### config.mk
export PLATFORM = sky130hd
export DESIGN_NAME = mem_port_arbiter_flat
export DESIGN_NICKNAME = d
export VERILOG_FILES = /design/src/rtl/mem_port_arbiter_if.sv /design/src/rtl/mem_port_arbiter.sv /design/src/flat_wrapper.sv
export SDC_FILE = /design/constraint.sdc
export NUM_CORES = 1
export LEC_CHECK = 0
export ABC_AREA = 1
export CORE_AREA = 4 4 81 83
export CTS_CLUSTER_DIAMETER = 200
export DETAILED_ROUTE_END_ITERATION = 10
export DIE_AREA = 0 0 85 87
export PLACE_DENSITY_LB_ADDON = 0.25
export SLEW_MARGIN = 20
export SYNTH_ARGS = -nofsm -noshare
export SYNTH_HDL_FRONTEND = slang
export SYNTH_SLANG_ARGS = --single-unit
### constraint.sdc
create_clock -name CLK -period 3.3 [get_ports CLK]
set_input_delay 0.495 -clock CLK [delete_from_list [all_inputs] [get_ports CLK]]
set_output_delay 0.495 -clock CLK [all_outputs]
set_load 0.01 [all_outputs]
### src/rtl/mem_port_arbiter_if.sv
// Port-A sharing bundle: M-stage core access, debug/loader requester and unified-memory port.
// slave is the arbiter's view; master is the surrounding pipeline/memory/debug view.
interface mem_port_arbiter_if #(
   parameter int unsigned ADDR_W = 12
);

   // Core (M stage)
   logic              Core_Req;
   logic              Core_W_En;
   logic [2:0]        Core_Control;
   logic [ADDR_W-1:0] Core_Addr;
   logic [31:0]       Core_WData;

   // Debug / program loader
   logic              Dbg_Valid;
   logic              Dbg_Ready;
   logic              Dbg_W_En;
   logic [2:0]        Dbg_Control;
   logic [ADDR_W-1:0] Dbg_Addr;
   logic [31:0]       Dbg_WData;
   logic              Dbg_RValid;
   logic [31:0]       Dbg_RData;

   // Unified memory port A and hazard unit
   logic [31:0]       Mem_R_Data;
   logic              MEM_W_En;
   logic [2:0]        MEM_Control;
   logic [ADDR_W-1:0] RW_Addr;
   logic [31:0]       W_Data;
   logic              Core_Hold;

   modport slave (
      input  Core_Req,
      input  Core_W_En,
      input  Core_Control,
      input  Core_Addr,
      input  Core_WData,
      input  Dbg_Valid,
      output Dbg_Ready,
      input  Dbg_W_En,
      input  Dbg_Control,
      input  Dbg_Addr,
      input  Dbg_WData,
      output Dbg_RValid,
      output Dbg_RData,
      input  Mem_R_Data,
      output MEM_W_En,
      output MEM_Control,
      output RW_Addr,
      output W_Data,
      output Core_Hold
   );

   modport master (
      output Core_Req,
      output Core_W_En,
      output Core_Control,
      output Core_Addr,
      output Core_WData,
      output Dbg_Valid,
      input  Dbg_Ready,
      output Dbg_W_En,
      output Dbg_Control,
      output Dbg_Addr,
      output Dbg_WData,
      input  Dbg_RValid,
      input  Dbg_RData,
      output Mem_R_Data,
      input  MEM_W_En,
      input  MEM_Control,
      input  RW_Addr,
      input  W_Data,
      input  Core_Hold
   );

endinterface

### src/rtl/mem_port_arbiter.sv
// Arbitrates unified-memory port A between the M-stage core (priority) and a debug requester,
// forcing a pipeline hold after MAX_WAIT blocked cycles. Define MEM_ARB_BURST_EN for burst holds.
module mem_port_arbiter #(
   parameter int unsigned MAX_WAIT  = 8,
   parameter int unsigned MAX_BURST = 4,
   parameter int unsigned ADDR_W    = 12
) (
   input logic               CLK,
   input logic               RST,
   mem_port_arbiter_if.slave bus_io
);

   typedef enum logic [0:0] {StCore, StHold} state_e;

   localparam logic [7:0] MaxWaitC = 8'(MAX_WAIT);

   if (MAX_WAIT < 1 || MAX_WAIT > 255) begin : g_bad_max_wait
      $error("mem_port_arbiter: MAX_WAIT must be in 1..255");
   end
   if (MAX_BURST < 1 || MAX_BURST > 255) begin : g_bad_max_burst
      $error("mem_port_arbiter: MAX_BURST must be in 1..255");
   end

   state_e            state_q, state_d;
   logic [7:0]        wait_cnt_q, wait_cnt_d;
   logic              rvalid_q, rvalid_d;
   logic              core_grant;
   logic              dbg_grant;
   logic [ADDR_W-1:0] addr_mux;

`ifdef MEM_ARB_BURST_EN
   localparam logic [7:0] MaxBurstC = 8'(MAX_BURST);
   logic [7:0] beat_cnt_q, beat_cnt_d;
`endif

   // Core always wins outside a hold; dbg takes any cycle the core leaves free.
   always_comb begin
      core_grant = (state_q == StCore) && bus_io.Core_Req;
      dbg_grant  = bus_io.Dbg_Valid && !core_grant;
   end

   always_comb begin
      bus_io.MEM_W_En    = 1'b0;
      bus_io.MEM_Control = bus_io.Core_Control;
      addr_mux           = bus_io.Core_Addr;
      bus_io.W_Data      = bus_io.Core_WData;
      if (core_grant) begin
         bus_io.MEM_W_En = bus_io.Core_W_En;
      end else if (dbg_grant) begin
         bus_io.MEM_W_En    = bus_io.Dbg_W_En;
         bus_io.MEM_Control = bus_io.Dbg_Control;
         addr_mux           = bus_io.Dbg_Addr;
         bus_io.W_Data      = bus_io.Dbg_WData;
      end
   end

   assign bus_io.RW_Addr    = addr_mux;
   assign bus_io.Dbg_Ready  = dbg_grant;
   assign bus_io.Core_Hold  = (state_q == StHold);
   assign bus_io.Dbg_RValid = rvalid_q;
   assign bus_io.Dbg_RData  = rvalid_q ? bus_io.Mem_R_Data : 32'h0;

   always_comb begin
      state_d    = state_q;
      wait_cnt_d = 8'h0;
      rvalid_d   = dbg_grant && !bus_io.Dbg_W_En;
`ifdef MEM_ARB_BURST_EN
      beat_cnt_d = beat_cnt_q;
`endif
      if (bus_io.Dbg_Valid && !dbg_grant) begin
         wait_cnt_d = (wait_cnt_q >= MaxWaitC) ? MaxWaitC : wait_cnt_q + 8'd1;
      end

      unique case (state_q)
         StCore: begin
            if (wait_cnt_d == MaxWaitC) begin
               state_d = StHold;
`ifdef MEM_ARB_BURST_EN
               beat_cnt_d = 8'h0;
`endif
            end
         end
         StHold: begin
`ifdef MEM_ARB_BURST_EN
            beat_cnt_d = beat_cnt_q + 8'(dbg_grant);
            if (!bus_io.Dbg_Valid || beat_cnt_d >= MaxBurstC) begin
               state_d = StCore;
            end
`else
            state_d = StCore;
`endif
         end
         default: state_d = StCore;
      endcase
   end

   always_ff @(posedge CLK) begin
      if (RST) begin
         state_q    <= StCore;
         wait_cnt_q <= 8'h0;
         rvalid_q   <= 1'b0;
`ifdef MEM_ARB_BURST_EN
         beat_cnt_q <= 8'h0;
`endif
      end else begin
         state_q    <= state_d;
         wait_cnt_q <= wait_cnt_d;
         rvalid_q   <= rvalid_d;
`ifdef MEM_ARB_BURST_EN
         beat_cnt_q <= beat_cnt_d;
`endif
      end
   end

endmodule

### src/flat_wrapper.sv
// flat-port wrapper written by rule: the top's interface ports become plain ports
module mem_port_arbiter_flat 
#(
   parameter int unsigned MAX_WAIT  = 8,
   parameter int unsigned MAX_BURST = 4,
   parameter int unsigned ADDR_W    = 12
)
  (CLK, RST, bus_io_Core_Req, bus_io_Core_W_En, bus_io_Core_Control, bus_io_Core_Addr, bus_io_Core_WData, bus_io_Dbg_Valid, bus_io_Dbg_Ready, bus_io_Dbg_W_En, bus_io_Dbg_Control, bus_io_Dbg_Addr, bus_io_Dbg_WData, bus_io_Dbg_RValid, bus_io_Dbg_RData, bus_io_Mem_R_Data, bus_io_MEM_W_En, bus_io_MEM_Control, bus_io_RW_Addr, bus_io_W_Data, bus_io_Core_Hold);
  mem_port_arbiter_if #(.ADDR_W(ADDR_W)) bus_io_i ();
  input logic CLK;
  input logic RST;
  input wire logic [$bits(bus_io_i.Core_Req)-1:0] bus_io_Core_Req;
  input wire logic [$bits(bus_io_i.Core_W_En)-1:0] bus_io_Core_W_En;
  input wire logic [$bits(bus_io_i.Core_Control)-1:0] bus_io_Core_Control;
  input wire logic [$bits(bus_io_i.Core_Addr)-1:0] bus_io_Core_Addr;
  input wire logic [$bits(bus_io_i.Core_WData)-1:0] bus_io_Core_WData;
  input wire logic [$bits(bus_io_i.Dbg_Valid)-1:0] bus_io_Dbg_Valid;
  output wire logic [$bits(bus_io_i.Dbg_Ready)-1:0] bus_io_Dbg_Ready;
  input wire logic [$bits(bus_io_i.Dbg_W_En)-1:0] bus_io_Dbg_W_En;
  input wire logic [$bits(bus_io_i.Dbg_Control)-1:0] bus_io_Dbg_Control;
  input wire logic [$bits(bus_io_i.Dbg_Addr)-1:0] bus_io_Dbg_Addr;
  input wire logic [$bits(bus_io_i.Dbg_WData)-1:0] bus_io_Dbg_WData;
  output wire logic [$bits(bus_io_i.Dbg_RValid)-1:0] bus_io_Dbg_RValid;
  output wire logic [$bits(bus_io_i.Dbg_RData)-1:0] bus_io_Dbg_RData;
  input wire logic [$bits(bus_io_i.Mem_R_Data)-1:0] bus_io_Mem_R_Data;
  output wire logic [$bits(bus_io_i.MEM_W_En)-1:0] bus_io_MEM_W_En;
  output wire logic [$bits(bus_io_i.MEM_Control)-1:0] bus_io_MEM_Control;
  output wire logic [$bits(bus_io_i.RW_Addr)-1:0] bus_io_RW_Addr;
  output wire logic [$bits(bus_io_i.W_Data)-1:0] bus_io_W_Data;
  output wire logic [$bits(bus_io_i.Core_Hold)-1:0] bus_io_Core_Hold;
  assign bus_io_i.Core_Req = bus_io_Core_Req;
  assign bus_io_i.Core_W_En = bus_io_Core_W_En;
  assign bus_io_i.Core_Control = bus_io_Core_Control;
  assign bus_io_i.Core_Addr = bus_io_Core_Addr;
  assign bus_io_i.Core_WData = bus_io_Core_WData;
  assign bus_io_i.Dbg_Valid = bus_io_Dbg_Valid;
  assign bus_io_Dbg_Ready = bus_io_i.Dbg_Ready;
  assign bus_io_i.Dbg_W_En = bus_io_Dbg_W_En;
  assign bus_io_i.Dbg_Control = bus_io_Dbg_Control;
  assign bus_io_i.Dbg_Addr = bus_io_Dbg_Addr;
  assign bus_io_i.Dbg_WData = bus_io_Dbg_WData;
  assign bus_io_Dbg_RValid = bus_io_i.Dbg_RValid;
  assign bus_io_Dbg_RData = bus_io_i.Dbg_RData;
  assign bus_io_i.Mem_R_Data = bus_io_Mem_R_Data;
  assign bus_io_MEM_W_En = bus_io_i.MEM_W_En;
  assign bus_io_MEM_Control = bus_io_i.MEM_Control;
  assign bus_io_RW_Addr = bus_io_i.RW_Addr;
  assign bus_io_W_Data = bus_io_i.W_Data;
  assign bus_io_Core_Hold = bus_io_i.Core_Hold;
  mem_port_arbiter #(.MAX_WAIT(MAX_WAIT), .MAX_BURST(MAX_BURST), .ADDR_W(ADDR_W)) u_core (.CLK(CLK), .RST(RST), .bus_io(bus_io_i));
endmodule
==> qor.yml <==
clock_skew_ns: 0.003744
placementRows: 28
start_util_pct: 21.13
worstReg2RegEnd: "u_core.bus_io.Core_Hold$_SDFF_PP0_"
hold_buffers: 0
synth-compound-area-share_pct: 1.417
gr-total-overflow: 0
drive_above_1_share_pct: 2.521
synth-edff-count: 0
worstPathArrival_ns: 2.23
die_area_mm2: 0.007395
synth_seq_cells: 10
ys_warn_count: 0
crit_type: "in -> out"
end_kind: "output port"
htreeDepth: 1
die_h_um: 87
wire_per_inst_um: 12.24
crit_end: "bus_io_W_Data[3]"
rr_worst_depth: 5
gp_congestion: 0.7818
slew_violations: 0
dp_hpwl_um: 5907
postCtsSetupRepairBufs: 0
syn_inst: 264
firstDrtPassIters: 4
routed_via_density: 3.969
synthMuxAreaShare_pct: 0
worstSkewPairLatency_ns: 0.23
finalInstanceArea_mm2: 0.003490
drt-total-wl_um: 6743
worstMarginPinSlew_ns: 0.5583
cts_buffer_depth: 2
grt_pass1_wl_um: 9998
io_buffers: 214
total_power_mw: 0.6525
vias: 2187
synth_area_mm2: 0.001236
ir_drop_mv: 0.1633
area_delta_synth_final_pct: 182.3
max_cap_viol_count: 0
synthSimpleGateAreaFrac_pct: 60.63
fin_crit_sh_pct: 82.49
r2r_start: "u_core.wait_cnt_q[0]$_SDFF_PP0_"
netlist-cell-type-count: 19
reg2reg_setup_slack_ns: 2.16
final.min_clock_period_ns: 2.722
antenna_found_initial: 0
crit_fanout: 15
die_w_um: 85
synthAdderAreaFrac_pct: 2.024
synth_common_cells: "nand2_1, inv_1, dfxtp_1, nor2_1, buf_2"
post-route-util_pct: 59.65
crit_start: "bus_io_Core_Req"
power_density_mw_per_mm2: 187.0
clk_pin_slew_ns: 0.04
synth.most_common_cell: "nand2_1"
synth_top_family_by_area: "simple AND/OR/NAND/NOR gates"
final_nets: 612
finalHoldViolCount: 0
ys_top_cells_by_area: "nand2_1, dfxtp_1, inv_1, nor2_1, buf_6"
hold_path.class: "reg -> reg"
synth_top_area_cell: "nand2_1"
design.core.area_mm2: 0.005851
cp.required_ns: 2.80
setup_tns_ns: 0
relSlewSlack_pct: 62.73
io_pins: 215
n_antenna_cell: 0
cp-start-kind: "primary input"
p_leak_nw: 1.801
async_reset_ff_share_pct: 0
grt_pass1_vias: 2146
clockRootBuffer: "clkbuf_8"
clkSinkCount: 10
rsz0062_at_grt: "false"
grt_usage_pct: 16.57
status: "finished, final reports clean"
setup_viol: 0
synth_flop_cell: "dfxtp_1"
grt_max_degree: 37
synthXorXnorAreaFrac_pct: 0.7085
cts_tree: "done"
cts_resized: 0
drcViolationCount: 0
max_freq_mhz: 367.4
postRouteAntennaNets: 0
synth_top_area_share_pct: 54.05
ys_seq_area_share_pct: 16.19
drt_iter0_drc: 51
placed_cell_area_mm2: 0.003448
syn_area_per_cell_um2: 4.683
cts_buffers: 3
[cell usage in the layout, fill, tap and decap left out]
| cell type | netlist | final |
|---|---|---|
| inv_1 | 37 | 37 |
| conb_1 | 1 | 4 |
| nor2_1 | 10 | 10 |
| xor2_1 | 1 | 1 |
| dfxtp_1 | 10 | 10 |
| nor3_1 | 2 | 2 |
| inv_2 | 2 | 2 |
| nand2_1 | 178 | 178 |
| nand2_2 | 1 | 1 |
| clkbuf_8 | 0 | 3 |
| or2_2 | 1 | 1 |
| clkdlybuf4s50_1 | 0 | 214 |
| ha_1 | 2 | 2 |
| nand3_1 | 3 | 3 |
| buf_4 | 2 | 4 |
| a32o_1 | 1 | 1 |
| buf_12 | 0 | 1 |
| nor4_1 | 1 | 1 |
| o211ai_1 | 1 | 1 |
[where the power goes]
group | switching, mW | internal, mW | total [mW]
Combinational | 0.138 | 0.267 | 0.406
Clock | 0.0393 | 0.0791 | 0.118
Sequential | 0.00296 | 0.125 | 0.128
[state kept, by name, summed over array words and instances (netlist names)]
register / count
u_core.bus_io.Dbg_RValid: 1
u_core.bus_io.Core_Hold: 1
u_core.wait_cnt_q: 8
[worst min path at each step]
stage / from / to / slack (ns) / cells past startpoint
3_5_place_dp: u_core.wait_cnt_q[0]$_SDFF_PP0_ / u_core.wait_cnt_q[0]$_SDFF_PP0_ / 0.46 / 1
6_report: u_core.wait_cnt_q[0]$_SDFF_PP0_ / u_core.wait_cnt_q[0]$_SDFF_PP0_ / 0.46 / 1
4_1_cts: u_core.wait_cnt_q[0]$_SDFF_PP0_ / u_core.wait_cnt_q[0]$_SDFF_PP0_ / 0.47 / 1
5_1_grt: u_core.wait_cnt_q[0]$_SDFF_PP0_ / u_core.wait_cnt_q[0]$_SDFF_PP0_ / 0.51 / 1
3_3_place_gp: u_core.wait_cnt_q[0]$_SDFF_PP0_ / u_core.wait_cnt_q[0]$_SDFF_PP0_ / 0.46 / 1
2_1_floorplan: u_core.wait_cnt_q[0]$_SDFF_PP0_ / u_core.wait_cnt_q[0]$_SDFF_PP0_ / 0.43 / 1
[per-stage QoR]
| step | hold slack, ns | cells | setup slack [ns] |
|---|---|---|---|
| finish | 0.4624 | 551 | 0.5779 |
| global route | 0.5102 | 551 | 0.4422 |
| CTS | 0.4658 | 551 | 0.5521 |
| detailed placement | 0.4596 | 548 | 0.5568 |
| global placement | 0.4551 | 548 | 0.5712 |
| floorplan | 0.4278 | 267 | 1.744 |
[worst max-delay path: stages]
cell	delay, ns
clkdlybuf4s50_1	0.44
nand2_1	0.10
nand2_2	0.07
inv_2	0.23
buf_4	0.23
nand2_1	0.06
nand2_1	0.06
clkdlybuf4s50_1	0.54
[cells by family after synthesis]
kind of cell               Yosys count
and+or+nand+nor                    196
buffers and inverters               52
DFF                                 10
AOI/OAI and AO/OA                    2
adders and majority gates            2
xor gates and xnor gates             1
other                                1
[layout make-up]
cell class                 count  area, um^2
fill                         560        2361
multi-input combinational    205       815.8
clock buffer                   3       41.29
tap                           75       93.84
sequential                    10       200.2
timing repair buffer         219        2192
inverter                      39       146.4
[layer usage]
layer | global-route usage, % | vias up | share of wire, %
met3 | 3.690 | 6 | 10
met2 | 32.06 | 125 | 50
met1 | 17.91 | 881 | 39
li1 | - | 1175 | -
met4 | 4.604 | 0 | 1.3
met5 | 0 | - | 0
No activity file was read; power rests on OpenSTA's default activity.
